### src/rtl/mmio_hub_pkg.sv
`default_nettype none
// ============================================================================
// Package  : mmio_hub_pkg
// Desc     : Register-window constants and helpers shared by the MMIO
//            player hub and its button debouncer.
// Revision : 1.0 - initial release
// ============================================================================
package mmio_hub_pkg;

    // Size of the hub window in dmem words
    localparam int WINDOW_WORDS = 512;

    // Word offsets inside the hub window
    localparam logic [8:0] OFF_STATE  = 9'h000;
    localparam logic [8:0] OFF_BTN    = 9'h100;
    localparam logic [8:0] OFF_COMMIT = 9'h180;
    localparam logic [8:0] OFF_FRAME  = 9'h181;
    localparam logic [8:0] OFF_GPIO   = 9'h182;

    // Button status word: sticky press edges in the upper half, level below
    function automatic logic [31:0] pack_btn(input logic [15:0] level,
                                             input logic [15:0] edges);
        return {edges, level};
    endfunction

endpackage : mmio_hub_pkg
`default_nettype wire

### src/rtl/button_debouncer.sv
`default_nettype none
// ============================================================================
// Module   : button_debouncer
// Desc     : Per-bit 2-flop synchroniser, stability counter, debounced level
//            and sticky rising-edge flags with write-one-to-clear.
// Revision : 1.0 - initial release
// ============================================================================
module button_debouncer #(
    parameter int BTN_W        = 8,
    parameter int DEBOUNCE_CYC = 50000
) (
    input  logic             clock,
    input  logic             reset,
    input  logic [BTN_W-1:0] btn_raw,
    input  logic [BTN_W-1:0] clr,
    output logic [BTN_W-1:0] level,
    output logic [BTN_W-1:0] edges
);

    // Counter only needs to reach DEBOUNCE_CYC-1; the accepting cycle clears it
    localparam int                 c_CNT_W    = $clog2(DEBOUNCE_CYC);
    localparam logic [c_CNT_W-1:0] c_CNT_LAST = c_CNT_W'(DEBOUNCE_CYC - 1);

    logic [BTN_W-1:0]   r_meta;
    logic [BTN_W-1:0]   r_sync;
    logic [BTN_W-1:0]   r_level;
    logic [BTN_W-1:0]   r_edges;
    logic [c_CNT_W-1:0] r_cnt [BTN_W];
    logic [BTN_W-1:0]   w_expire;

    // A bit is accepted on the cycle its sync value has differed DEBOUNCE_CYC times
    always_comb begin
        w_expire = '0;
        for (int b = 0; b < BTN_W; b++) begin
            w_expire[b] = (r_sync[b] != r_level[b]) && (r_cnt[b] == c_CNT_LAST);
        end
    end

    // Synchroniser, stability counters, level toggle and sticky edges
    always_ff @(posedge clock) begin
        if (reset) begin
            r_meta  <= '0;
            r_sync  <= '0;
            r_level <= '0;
            r_edges <= '0;
            for (int b = 0; b < BTN_W; b++) begin
                r_cnt[b] <= '0;
            end
        end else begin
            r_meta  <= btn_raw;
            r_sync  <= r_meta;
            r_level <= r_level ^ w_expire;
            // A new press beats a same-cycle clear
            r_edges <= (r_edges & ~clr) | (w_expire & r_sync);
            for (int b = 0; b < BTN_W; b++) begin
                if ((r_sync[b] == r_level[b]) || w_expire[b]) begin
                    r_cnt[b] <= '0;
                end else begin
                    r_cnt[b] <= r_cnt[b] + 1'b1;
                end
            end
        end
    end

    assign level = r_level;
    assign edges = r_edges;

endmodule : button_debouncer
`default_nettype wire

### src/rtl/mmio_player_hub.sv
`default_nettype none
// ============================================================================
// Module   : mmio_player_hub
// Desc     : Memory-mapped hub for N players: debounced buttons, shadow/front
//            sprite-state banks swapped at vsync, frame counter, gpio output.
// Revision : 1.0 - initial release
// ============================================================================
module mmio_player_hub
    import mmio_hub_pkg::*;
#(
    parameter int                NUM_PLAYERS  = 2,
    parameter int                STATE_WORDS  = 4,
    parameter int                BTN_W        = 8,
    parameter int                GPIO_W       = 36,
    parameter int                GPIO_OUT_W   = 3,
    parameter int                DEBOUNCE_CYC = 50000,
    parameter int                ADDR_W       = 13,
    parameter logic [ADDR_W-1:0] IO_BASE      = 13'h1000
) (
    input  logic                                   clock,
    input  logic                                   reset,
    input  logic [ADDR_W-1:0]                      address,
    input  logic [31:0]                            data_in,
    input  logic                                   wren,
    output logic [31:0]                            data_out,
    output logic                                   hit,
    input  logic [GPIO_W-1:0]                      gpio,
    input  logic                                   vsync_n,
    output logic [GPIO_OUT_W-1:0]                  gpioOutput,
    output logic [NUM_PLAYERS*STATE_WORDS*32-1:0]  vga_state
);

    localparam int c_BANK_WORDS = NUM_PLAYERS * STATE_WORDS;

    // ------------------------------------------------------------------
    // Address decode
    // ------------------------------------------------------------------
    logic [31:0] w_addr_ext;
    logic [31:0] w_off_full;
    logic        w_in_win;
    logic [8:0]  w_off;
    logic        w_wr;

    assign w_addr_ext = 32'(address);
    assign w_off_full = w_addr_ext - 32'(IO_BASE);
    assign w_in_win   = (w_addr_ext >= 32'(IO_BASE)) && (w_off_full < 32'(WINDOW_WORDS));
    assign w_off      = w_off_full[8:0];
    assign w_wr       = wren && w_in_win;

    // ------------------------------------------------------------------
    // Registers
    // ------------------------------------------------------------------
    logic [31:0]           r_shadow [c_BANK_WORDS];
    logic [31:0]           r_front  [c_BANK_WORDS];
    logic                  r_commit_pending;
    logic [31:0]           r_frame_cnt;
    logic [GPIO_OUT_W-1:0] r_gpio_out;
    logic [31:0]           r_data_out;
    logic                  r_hit;
    logic                  r_vs_meta;
    logic                  r_vs_sync;
    logic                  r_vs_prev;
    logic                  w_vs_pulse;
    logic [31:0]           w_rdata;

    // Only the player slices of gpio feed debouncers; the rest is spare
    logic w_unused_gpio;
    assign w_unused_gpio = ^gpio;

    // ------------------------------------------------------------------
    // Per-player button debouncers
    // ------------------------------------------------------------------
    logic [BTN_W-1:0] w_level    [NUM_PLAYERS];
    logic [BTN_W-1:0] w_edges    [NUM_PLAYERS];
    logic [BTN_W-1:0] w_clr      [NUM_PLAYERS];
    logic [31:0]      w_btn_word [NUM_PLAYERS];

    for (genvar p = 0; p < NUM_PLAYERS; p++) begin : g_player
        assign w_clr[p] = (w_wr && (w_off == OFF_BTN + 9'(p))) ? data_in[16 +: BTN_W] : '0;

        button_debouncer #(
            .BTN_W        (BTN_W),
            .DEBOUNCE_CYC (DEBOUNCE_CYC)
        ) u_debouncer (
            .clock   (clock),
            .reset   (reset),
            .btn_raw (gpio[p*BTN_W +: BTN_W]),
            .clr     (w_clr[p]),
            .level   (w_level[p]),
            .edges   (w_edges[p])
        );

        assign w_btn_word[p] = pack_btn(16'(w_level[p]), 16'(w_edges[p]));
    end

    // ------------------------------------------------------------------
    // vsync synchroniser and falling-edge pulse
    // ------------------------------------------------------------------
    // Two flops for metastability, a third to detect the falling edge
    always_ff @(posedge clock) begin
        if (reset) begin
            r_vs_meta <= 1'b0;
            r_vs_sync <= 1'b0;
            r_vs_prev <= 1'b0;
        end else begin
            r_vs_meta <= vsync_n;
            r_vs_sync <= r_vs_meta;
            r_vs_prev <= r_vs_sync;
        end
    end

    assign w_vs_pulse = r_vs_prev && !r_vs_sync;

    // ------------------------------------------------------------------
    // Shadow / front banks
    // ------------------------------------------------------------------
    // Front copies the pre-write shadow so a write in the swap cycle waits a frame
    always_ff @(posedge clock) begin
        if (reset) begin
            for (int i = 0; i < c_BANK_WORDS; i++) begin
                r_shadow[i] <= '0;
                r_front[i]  <= '0;
            end
        end else begin
            for (int i = 0; i < c_BANK_WORDS; i++) begin
                if (w_vs_pulse && r_commit_pending) begin
                    r_front[i] <= r_shadow[i];
                end
                if (w_wr && (w_off == OFF_STATE + 9'(i))) begin
                    r_shadow[i] <= data_in;
                end
            end
        end
    end

    // ------------------------------------------------------------------
    // Commit flag, frame counter, gpio output
    // ------------------------------------------------------------------
    // A commit request landing in the swap cycle survives to the next frame
    always_ff @(posedge clock) begin
        if (reset) begin
            r_commit_pending <= 1'b0;
            r_frame_cnt      <= '0;
            r_gpio_out       <= '0;
        end else begin
            if (w_wr && (w_off == OFF_COMMIT) && data_in[0]) begin
                r_commit_pending <= 1'b1;
            end else if (w_vs_pulse) begin
                r_commit_pending <= 1'b0;
            end
            if (w_vs_pulse) begin
                r_frame_cnt <= r_frame_cnt + 32'd1;
            end
            if (w_wr && (w_off == OFF_GPIO)) begin
                r_gpio_out <= data_in[GPIO_OUT_W-1:0];
            end
        end
    end

    // ------------------------------------------------------------------
    // Read mux
    // ------------------------------------------------------------------
    // Combinational select of the addressed word; unmapped offsets read 0
    always_comb begin
        w_rdata = '0;
        for (int i = 0; i < c_BANK_WORDS; i++) begin
            if (w_off == OFF_STATE + 9'(i)) begin
                w_rdata = r_shadow[i];
            end
        end
        for (int p = 0; p < NUM_PLAYERS; p++) begin
            if (w_off == OFF_BTN + 9'(p)) begin
                w_rdata = w_btn_word[p];
            end
        end
        if (w_off == OFF_COMMIT) begin
            w_rdata = {31'b0, r_commit_pending};
        end
        if (w_off == OFF_FRAME) begin
            w_rdata = r_frame_cnt;
        end
        if (w_off == OFF_GPIO) begin
            w_rdata = 32'(r_gpio_out);
        end
    end

    // Registered read data and hit, one cycle behind the address
    always_ff @(posedge clock) begin
        if (reset) begin
            r_data_out <= '0;
            r_hit      <= 1'b0;
        end else begin
            r_data_out <= w_in_win ? w_rdata : '0;
            r_hit      <= w_in_win;
        end
    end

    // ------------------------------------------------------------------
    // Outputs
    // ------------------------------------------------------------------
    for (genvar i = 0; i < c_BANK_WORDS; i++) begin : g_front
        assign vga_state[i*32 +: 32] = r_front[i];
    end

    assign data_out   = r_data_out;
    assign hit        = r_hit;
    assign gpioOutput = r_gpio_out;

endmodule : mmio_player_hub
`default_nettype wire
### config.mk
export PLATFORM = sky130hd
export DESIGN_NAME = mmio_player_hub
export DESIGN_NICKNAME = d
export VERILOG_FILES = /design/src/rtl/mmio_hub_pkg.sv /design/src/rtl/button_debouncer.sv /design/src/rtl/mmio_player_hub.sv
export SDC_FILE = /design/constraint.sdc
export NUM_CORES = 1
export LEC_CHECK = 0
export CAP_MARGIN = 20
export CORE_MARGIN = 2
export CORE_UTILIZATION = 47
export CTS_CLUSTER_DIAMETER = 100
export CTS_CLUSTER_SIZE = 12
export DETAILED_ROUTE_END_ITERATION = 7
export PLACE_DENSITY = 0.64
export SYNTH_ARGS = -nofsm -noshare
export SYNTH_HDL_FRONTEND = slang
export SYNTH_SLANG_ARGS = --single-unit
### constraint.sdc
create_clock -name clock -period 9.4 [get_ports clock]
set_clock_uncertainty 0.2 [all_clocks]
set_input_delay 1.88 -clock clock [delete_from_list [all_inputs] [get_ports clock]]
set_output_delay 1.88 -clock clock [all_outputs]
set_load 0.005 [all_outputs]
==> After elaboration in Yosys (flattened, before gate mapping) <==
Memories as Yosys holds them, arrays and structs flattened.
Index checks and enable logic that the tools add are counted.
{ "totals": {"regBits": 136, "ramBits": 768, "in_bits": 85, "output_inout_bits": 292, "word_cells": 404, "memories": 4} }
{ "classes": {"addsub": 18, "magnitude_cmp": 2, "eq_ne": 60, "muxes": 190, "bitwise_logic": 59, "n_reduce_logical": 54} }
{ "mem_list": {"columns": ["name", "depth", "width", "read_ports", "rd_ports_with_merged_regs", "write_ports", "line", "text"], "rows": [
  ["r_front", 8, 32, 8, 0, 8, "mmio_player_hub.sv:54", "logic [31:0] r_front [c_BANK_WORDS];"],
  ["r_shadow", 8, 32, 8, 0, 8, "mmio_player_hub.sv:53", "logic [31:0] r_shadow [c_BANK_WORDS];"],
  ["g_player[0].u_debouncer.r_cnt", 8, 16, 8, 0, 8, "button_debouncer.sv:28", "logic [c_CNT_W-1:0] r_cnt [BTN_W];"],
  ["g_player[1].u_debouncer.r_cnt", 8, 16, 8, 0, 8, "button_debouncer.sv:28", null]
]} }
{ "ops": {"columns": ["op", "n"], "rows": [
  ["2-to-1 mux 32 bit", 28],
  ["2-to-1 mux 16 bit", 32],
  ["adder 16 x 1 -> 16 bit, second input constant", 16],
  ["equality test 16 bit, second input constant", 16],
  ["2-to-1 mux 1 bit", 127],
  ["bitwise OR 1 bit", 48],
  ["equality test 9 bit, second input constant", 5],
  ["equality test 9 x 3 -> 1 bit, second input constant", 4],
  ["logical AND 1 bit", 33],
  ["adder 32 x 1 -> 32 bit, second input constant", 1],
  ["bitwise AND 8 bit", 4],
  ["less-than comparator 32 x 10 -> 1 bit, second input constant", 1],
  ["equality test 9 x 2 -> 1 bit, second input constant", 2],
  ["equality test 1 bit", 16],
  ["logical OR 1 bit", 16],
  ["2-to-1 mux 8 bit", 2],
  ["inequality test 1 bit", 16],
  ["NOT 8 bit", 2],
  ["bitwise OR 8 bit", 2],
  ["bitwise XOR 8 bit", 2],
  ["subtractor 13 x 13 -> 14 bit, second input constant", 1],
  ["greater-or-equal comparator 13 bit, second input constant", 1],
  ["equality test 9 x 1 -> 1 bit, second input constant", 1],
  ["zero test 9 bit", 1],
  ["other kinds (6)", 6]
]} }

==> Depth between registers and ports, before layout <==
Gate-level depths: netlist of the first run.
{ "logic_depth": {"word_depth": 15, "ltp_mapped": 9} }

==> Hierarchy <==
A second synthesis of the first run with hierarchy kept.
{ "unflattened": {"hier_cells": 3282, "area_unflattened_um2": 39965.8} }
{ "by_module_without_submodules": {"columns": ["module", "instances", "cells_per_inst", "area_each_um2"], "rows": [
  ["mmio_player_hub", 1, 1798, 23948.0],
  ["button_debouncer", 2, 742, 8008.9]
]} }

==> Least setup slack after synthesis of the first run <==
Ideal clock, no wire load.
{ "synth_timing": {"path_kind": "in2reg", "startpoint": "in reset", "endpoint": "mem r_front[0][0], enable pin", "setup_ns": 0.616, "t_arrival_ns": 7.738, "required_time_ns": 8.584, "slack_ns": 0.846, "stages": 4, "path_cell_list": "clkbuf_1 > clkbuf_1 > clkbuf_1 > a21o_1"} }
{ "synth_lines": {"columns": ["item", "line", "text"], "rows": [
  ["start: declaration", "mmio_player_hub.sv:21", "input logic reset,"],
  ["end: declaration", "mmio_player_hub.sv:54", null]
]} }

==> impl_metrics.tcl, run 1 <==
set metrics [dict create \
    status "finished clean" \
    timing.final.max_slew_violations 0 \
    tns_ps 0 \
    multiInputGateArea_mm2 0.01381 \
    setup_viol 0 \
    rows 106 \
    yosysSeqAreaShare_pct 65.19 \
    yosys_warnings 0 \
    vias_per_cell 5.394 \
    final_cell_area_mm2 0.04765 \
    slowest_delay_ps 860 \
    grt_max_degree 123 \
    drt_iter0_drc 2585 \
    area_growth_pct 20.48 \
    cts_buffers 85 \
    drc 0 \
    ctsHtreeMaxLevel 3 \
    num-nets-final 4002 \
    cpLargestDelayFamily "simple AND/OR/NAND/NOR gates" \
    start_kind "input port" \
    fmax_mhz 176.6 \
    cts_setup_buffers 0 \
    sw_frac_of_total_pct 22.63 \
    fp.dieW_um 294.1 \
    clock_path_buffers 3 \
    power_frac_comb_pct 5.5 \
    slowest_stage "nand2b_2" \
    yosys.area.top_type "edfxtp_1" \
    crit_type "in -> reg" \
    cp_common_cell "buf_4" \
    drive_gt1_share_pct 4.659 \
    cts_tree "done" \
    power.share.clock_pct 38.7 \
    cp_cell_sequence "clkdlybuf4s50_1, buf_4, or4b_1, nor2_1, nand3_1, buf_4, nand2b_2" \
    internal-power_mw 6.427 \
    regArea_mm2 0.02578 \
    overflow 0 \
    grt_usage_pct 25.17 \
    grt_pass1_vias 25870 \
    fin_crit_ps 5661 \
    pwr_density_cell_mw_per_mm2 174.3 \
    die_area_mm2 0.08649 \
    leakage_nw 16.55 \
    worstPathArrival_ps 5730 \
    die_h_um 294.1 \
    dp_hpwl_mm 76.98 \
    cts_hold_buf 0 \
    gp_congestion 0.8988 \
    clkSinkCount 904 \
    cts_resized 0 \
    setup.worst_path.end_class "flop" \
    async_flop_share_pct 0 \
    cts_root_buf "clkbuf_16" \
    hold_viol_final 0 \
    seq_power_share_pct 55.8 \
    clk_latency_ps 640 \
    crit_fanout 33 \
    syn_avg_cell_area_um2 11.91 \
    vias 27256 \
    cp_num_buf_inv 3 \
    synth_seq_cells 904 \
    fin_crit_sh_pct 60.23 \
    dr.pass1.iters 6 \
    postSynthCellCount 3320 \
    rsz0062_at_grt "false" \
    top_level_ports 377 \
    core_area_mm2 0.08342 \
    hold_path_class "reg -> reg" \
    grt_antenna_before_repair 11 \
    fill_cells 7071 \
    ant_nets 0 \
    maxCapViolations 0 \
    synth_edf_count 768 \
    worst_pin_slew_ps 1186 \
    wire_per_inst_um 21.78 \
    cts.clk_slew.worst_paths_ps 60 \
    port_buffers 356 \
    initial_core_util_pct 47.41 \
    worstPathRequired_ps 9470 \
    ir_drop_mv 0.1628 \
    grt_first_pass_wirelength_mm 162.2 \
    wl_mm 110.1 \
    syn_area_mm2 0.03955 \
    ys_types 76 \
    yosysTopAreaCellShare_pct 58.31 \
    rrSetupSlack_ps 6130 \
    netSwitchingPower_mw 1.880 \
    placed_area_mm2 0.04515 \
    ys_top_cells_by_area "edfxtp_1, dfxtp_1, nor2_1, and2_1, xnor2_1" \
    max-slew-margin-rel_pct 20.65 \
    synth_ff_type "edfxtp_1" \
]
[synthesized netlist by cell type, drive strengths merged, types with 7 or more instances]
master   number
a2111oi       9
a211o         7
a211oi        8
a21oi        86
a221oi        9
a22oi        37
a31oi         8
and2        199
and3         48
and4         17
buf          38
clkbuf      121
dfxtp       136
edfxtp      768
ha           17
inv          86
mux2i        32
nand2       150
nand2b       47
nand3       103
nand3b       23
nand4        59
nor2        609
nor2b       103
nor3         66
nor4         16
nor4b        14
o21ai        75
o221ai       14
o22ai        27
o2bb2ai      10
or3          33
or4          10
or4b          8
xnor2       139
xor2        121
[worst paths after layout]
| check | startpoint | to | cells past startpoint |
|---|---|---|---|
| max | address[2] | r_shadow[1][61] | 7 |
| max reg2reg | r_vs_prev | r_front[0][61] | 3 |
| min | g_player[0].u_debouncer.r_meta[4] | g_player[0].u_debouncer.r_sync[4] | 1 |
| min reg2reg | g_player[0].u_debouncer.r_meta[4] | g_player[0].u_debouncer.r_sync[4] | 1 |
[sequential cells by signal (all words and copies together), names as in the netlist, named ones only]
register and count:
r_vs_sync 1, hit 1, g_player.u_debouncer.r_sync 16, g_player.u_debouncer.r_meta 16, r_vs_meta 1, r_frame_cnt 32, r_shadow 256, data_out 32
g_player.u_debouncer.r_cnt 256, g_player.u_debouncer.edges 16, r_front 256, r_commit_pending 1, gpioOutput 3, r_vs_prev 1
[power groups by stage]
stage / registers (mW) / logic (mW) / clock network (mW)
after floorplan: 4.69 / 0.221 / 0
after global placement: 4.71 / 0.452 / 0
after detailed placement: 4.72 / 0.453 / 0
after CTS: 4.63 / 0.456 / 3.28
after global routing: 4.65 / 0.494 / 3.43
final: 4.63 / 0.460 / 3.22
[per-layer routing]
layer / GRT usage [%] / share of wire [%] / routed length, µm
met5: 0 / 0.087 / 96
met4: 9.706 / 4.1 / 4539
met3: 6.140 / 9.5 / 10420
met2: 40.04 / 46 / 50720
met1: 33.35 / 40 / 44300
[kinds of logic after synthesis]
family / synth area share, %
buffers and inverters: 2.468
and+or+nand+nor: 19.59
AOI/OAI and AO/OA: 5.232
adders and majority gates: 0.5378
xor gates and xnor gates: 5.758
muxes: 1.208
DFF: 65.19
other: 0.009481
[layout make-up]
cell class / instances / share of cell area [%]
well taps: 1080 / 2.836
diodes: 2 / 0.01050
inverters: 88 / 0.6932
multi-input cells: 2424 / 28.97
clock buffers: 151 / 4.983
repair buffers: 397 / 8.153
clock inverters: 7 / 0.2416
flip-flops and latches: 904 / 54.11
[layout by cell type, fill, tap and decap left out, drive strengths merged, types with 66 or more instances in the layout]
cell type      Yosys  layout
nand2            150     150
edfxtp           768     768
xnor2            139     139
inv               86      91
dfxtp            136     136
nand3            103     103
nor2b            103     103
a21oi             86      86
and2             199     199
o21ai             75      75
conb               1     256
nor2             609     609
clkdlybuf4s50      0     353
clkbuf           121     152
xor2             121     121
nor3              66      66
[metrics by stage]
step	total power, mW	setup WS (ps)	utilization (%)	std cells	hold WS, ps
4_1_cts	8.365	3897	57.10	5050	235.8
2_1_floorplan	4.909	845.7	-	3575	213.8
5_1_grt	8.568	3742	57.12	5051	258.4
3_3_place_gp	5.165	3230	54.12	4892	220.0
3_5_place_dp	5.170	3210	54.12	4892	221.2
6_report	8.308	3739	57.12	5053	233.5
Note: power is estimated with default switching activity, not from simulation.
==> run 2: changes to the inputs <==
==> constraint.sdc (replaced) <==
create_clock -name clock -period 5.25 [get_ports clock]
set_clock_uncertainty 0.2 [all_clocks]
set_input_delay 1.05 -clock clock [delete_from_list [all_inputs] [get_ports clock]]
set_output_delay 1.05 -clock clock [all_outputs]
set_load 0.005 [all_outputs]
==> impl_metrics.tcl, run 2 (synthesis results as in run 1) <==
set metrics [dict create \
    cts_buffers 85 \
    max-slew-margin-rel_pct 16.10 \
    internal-power_mw 11.54 \
    worst_pin_slew_ps 1248 \
    fin_crit_ps 3868 \
    cts_resized 0 \
    die_area_mm2 0.08649 \
    slowest_delay_ps 950 \
    wire_per_inst_um 21.58 \
    cts_hold_buf 0 \
    leakage_nw 16.73 \
    drive_gt1_share_pct 5.232 \
    grt_first_pass_wirelength_mm 162.8 \
    drc 0 \
    overflow 0 \
    grt_usage_pct 25.10 \
    ir_drop_mv 0.2637 \
    maxCapViolations 0 \
    hold_viol_final 0 \
    timing.final.max_slew_violations 0 \
    rows 106 \
    area_growth_pct 21.39 \
    status "finished clean" \
    dr.pass1.iters 5 \
    slowest_stage "nor4_2" \
    gp_congestion 0.9178 \
    place_worst_setup_slack_ps 880.2 \
    final_cell_mix "edfxtp_1, nor2_1, clkdlybuf4s50_1, conb_1, and2_1" \
    start_kind "input port" \
    layout_commonest_cell "edfxtp_1" \
    cts.clk_slew.worst_paths_ps 60 \
    ctsHtreeMaxLevel 3 \
    die_h_um 294.1 \
    hold_path_class "reg -> reg" \
    fmax_mhz 258.6 \
    rsz0062_at_grt "false" \
    core_area_mm2 0.08342 \
    grt_max_degree 107 \
    cp_cell_sequence "clkdlybuf4s50_1, buf_4, nor4_2, nand2_1, nand2b_2, buf_12" \
    power.share.clock_pct 38.9 \
    pwr_density_cell_mw_per_mm2 311.5 \
    setup.worst_path.end_class "flop" \
    power_frac_comb_pct 5.6 \
    port_buffers 356 \
    drt_iter0_drc 2935 \
    worstPathRequired_ps 5410 \
    cpLargestDelayFamily "simple AND/OR/NAND/NOR gates" \
    worstPathArrival_ps 4030 \
    num-nets-final 4027 \
    grt_pass1_vias 26470 \
    cts_root_buf "clkbuf_16" \
    clk_latency_ps 650 \
    sw_frac_of_total_pct 22.86 \
    dp_hpwl_mm 78.63 \
    top_level_ports 377 \
    clock_path_buffers 3 \
    ant_nets 0 \
    clkSinkCount 904 \
    netSwitchingPower_mw 3.419 \
    vias 27440 \
    fin_crit_sh_pct 73.67 \
    setup_viol 0 \
    fp.dieW_um 294.1 \
    initial_core_util_pct 47.41 \
    fin_ws_ps 1382 \
    vias_per_cell 5.404 \
    grt_antenna_before_repair 7 \
    tns_ps 0 \
    cts_setup_buffers 0 \
    crit_type "in -> reg" \
    seq_power_share_pct 55.5 \
    cts_tree "done" \
    cp_num_buf_inv 3 \
    wl_mm 109.6 \
    largestRegisters "g_player.u_debouncer.r_cnt: 256 flops, r_front: 256 flops, r_shadow: 256 flops" \
    crit_fanout 18 \
]
-- run 2: path summary, 6_finish.rpt --
check                                       start                                   end  cells after the start  slack (ps)
max                                    address[3]                       r_shadow[0][30]                      6        1380
min             g_player[1].u_debouncer.r_meta[0]     g_player[1].u_debouncer.r_sync[0]                      1         230
max reg2reg  g_player[0].u_debouncer.r_cnt[0][16]  g_player[0].u_debouncer.r_cnt[0][18]                      6        2330
min reg2reg     g_player[1].u_debouncer.r_meta[0]     g_player[1].u_debouncer.r_sync[0]                      1         230
-- run 2: power groups by stage --
stage	combinational, mW	sequential, mW	clock, mW
2_1_floorplan	0.396	8.38	0
3_3_place_gp	0.825	8.44	0
3_5_place_dp	0.829	8.45	0
4_1_cts	0.833	8.29	5.93
5_1_grt	0.904	8.32	6.17
6_report	0.841	8.30	5.82
-- run 2: stage by stage --
stage	total power, mW	std cells	cell area [µm²]	hold slack, ps	utilization [%]
after detailed placement	9.274	4918	45470	223.6	54.51
after global placement	9.263	4916	45460	228.2	54.49
after floorplan	8.774	3575	40520	213.8	-
after global routing	15.40	5076	48010	250.4	57.55
final	14.96	5078	48010	227.3	57.55
after CTS	15.05	5075	48000	220.8	57.54
-- run 2: layout make-up --
class,count,area [µm²]
inverters,88,330.3
clock inverters,7,158.9
clock buffers,150,2371
flip-flops and latches,904,25780
fillers,6986,35410
repair buffers,422,4207
well taps,1080,1351
diodes,3,7.507
multi-input cells,2424,13800
-- run 2: layer usage --
layer  vias up  wire [µm]  GRT usage (%)
li1      12743          -              -
met1     13320      45020          33.60
met2      1144      50990          40.30
met3       225       8926          4.766
met4         8       4587          10.34
met5         -         48              0
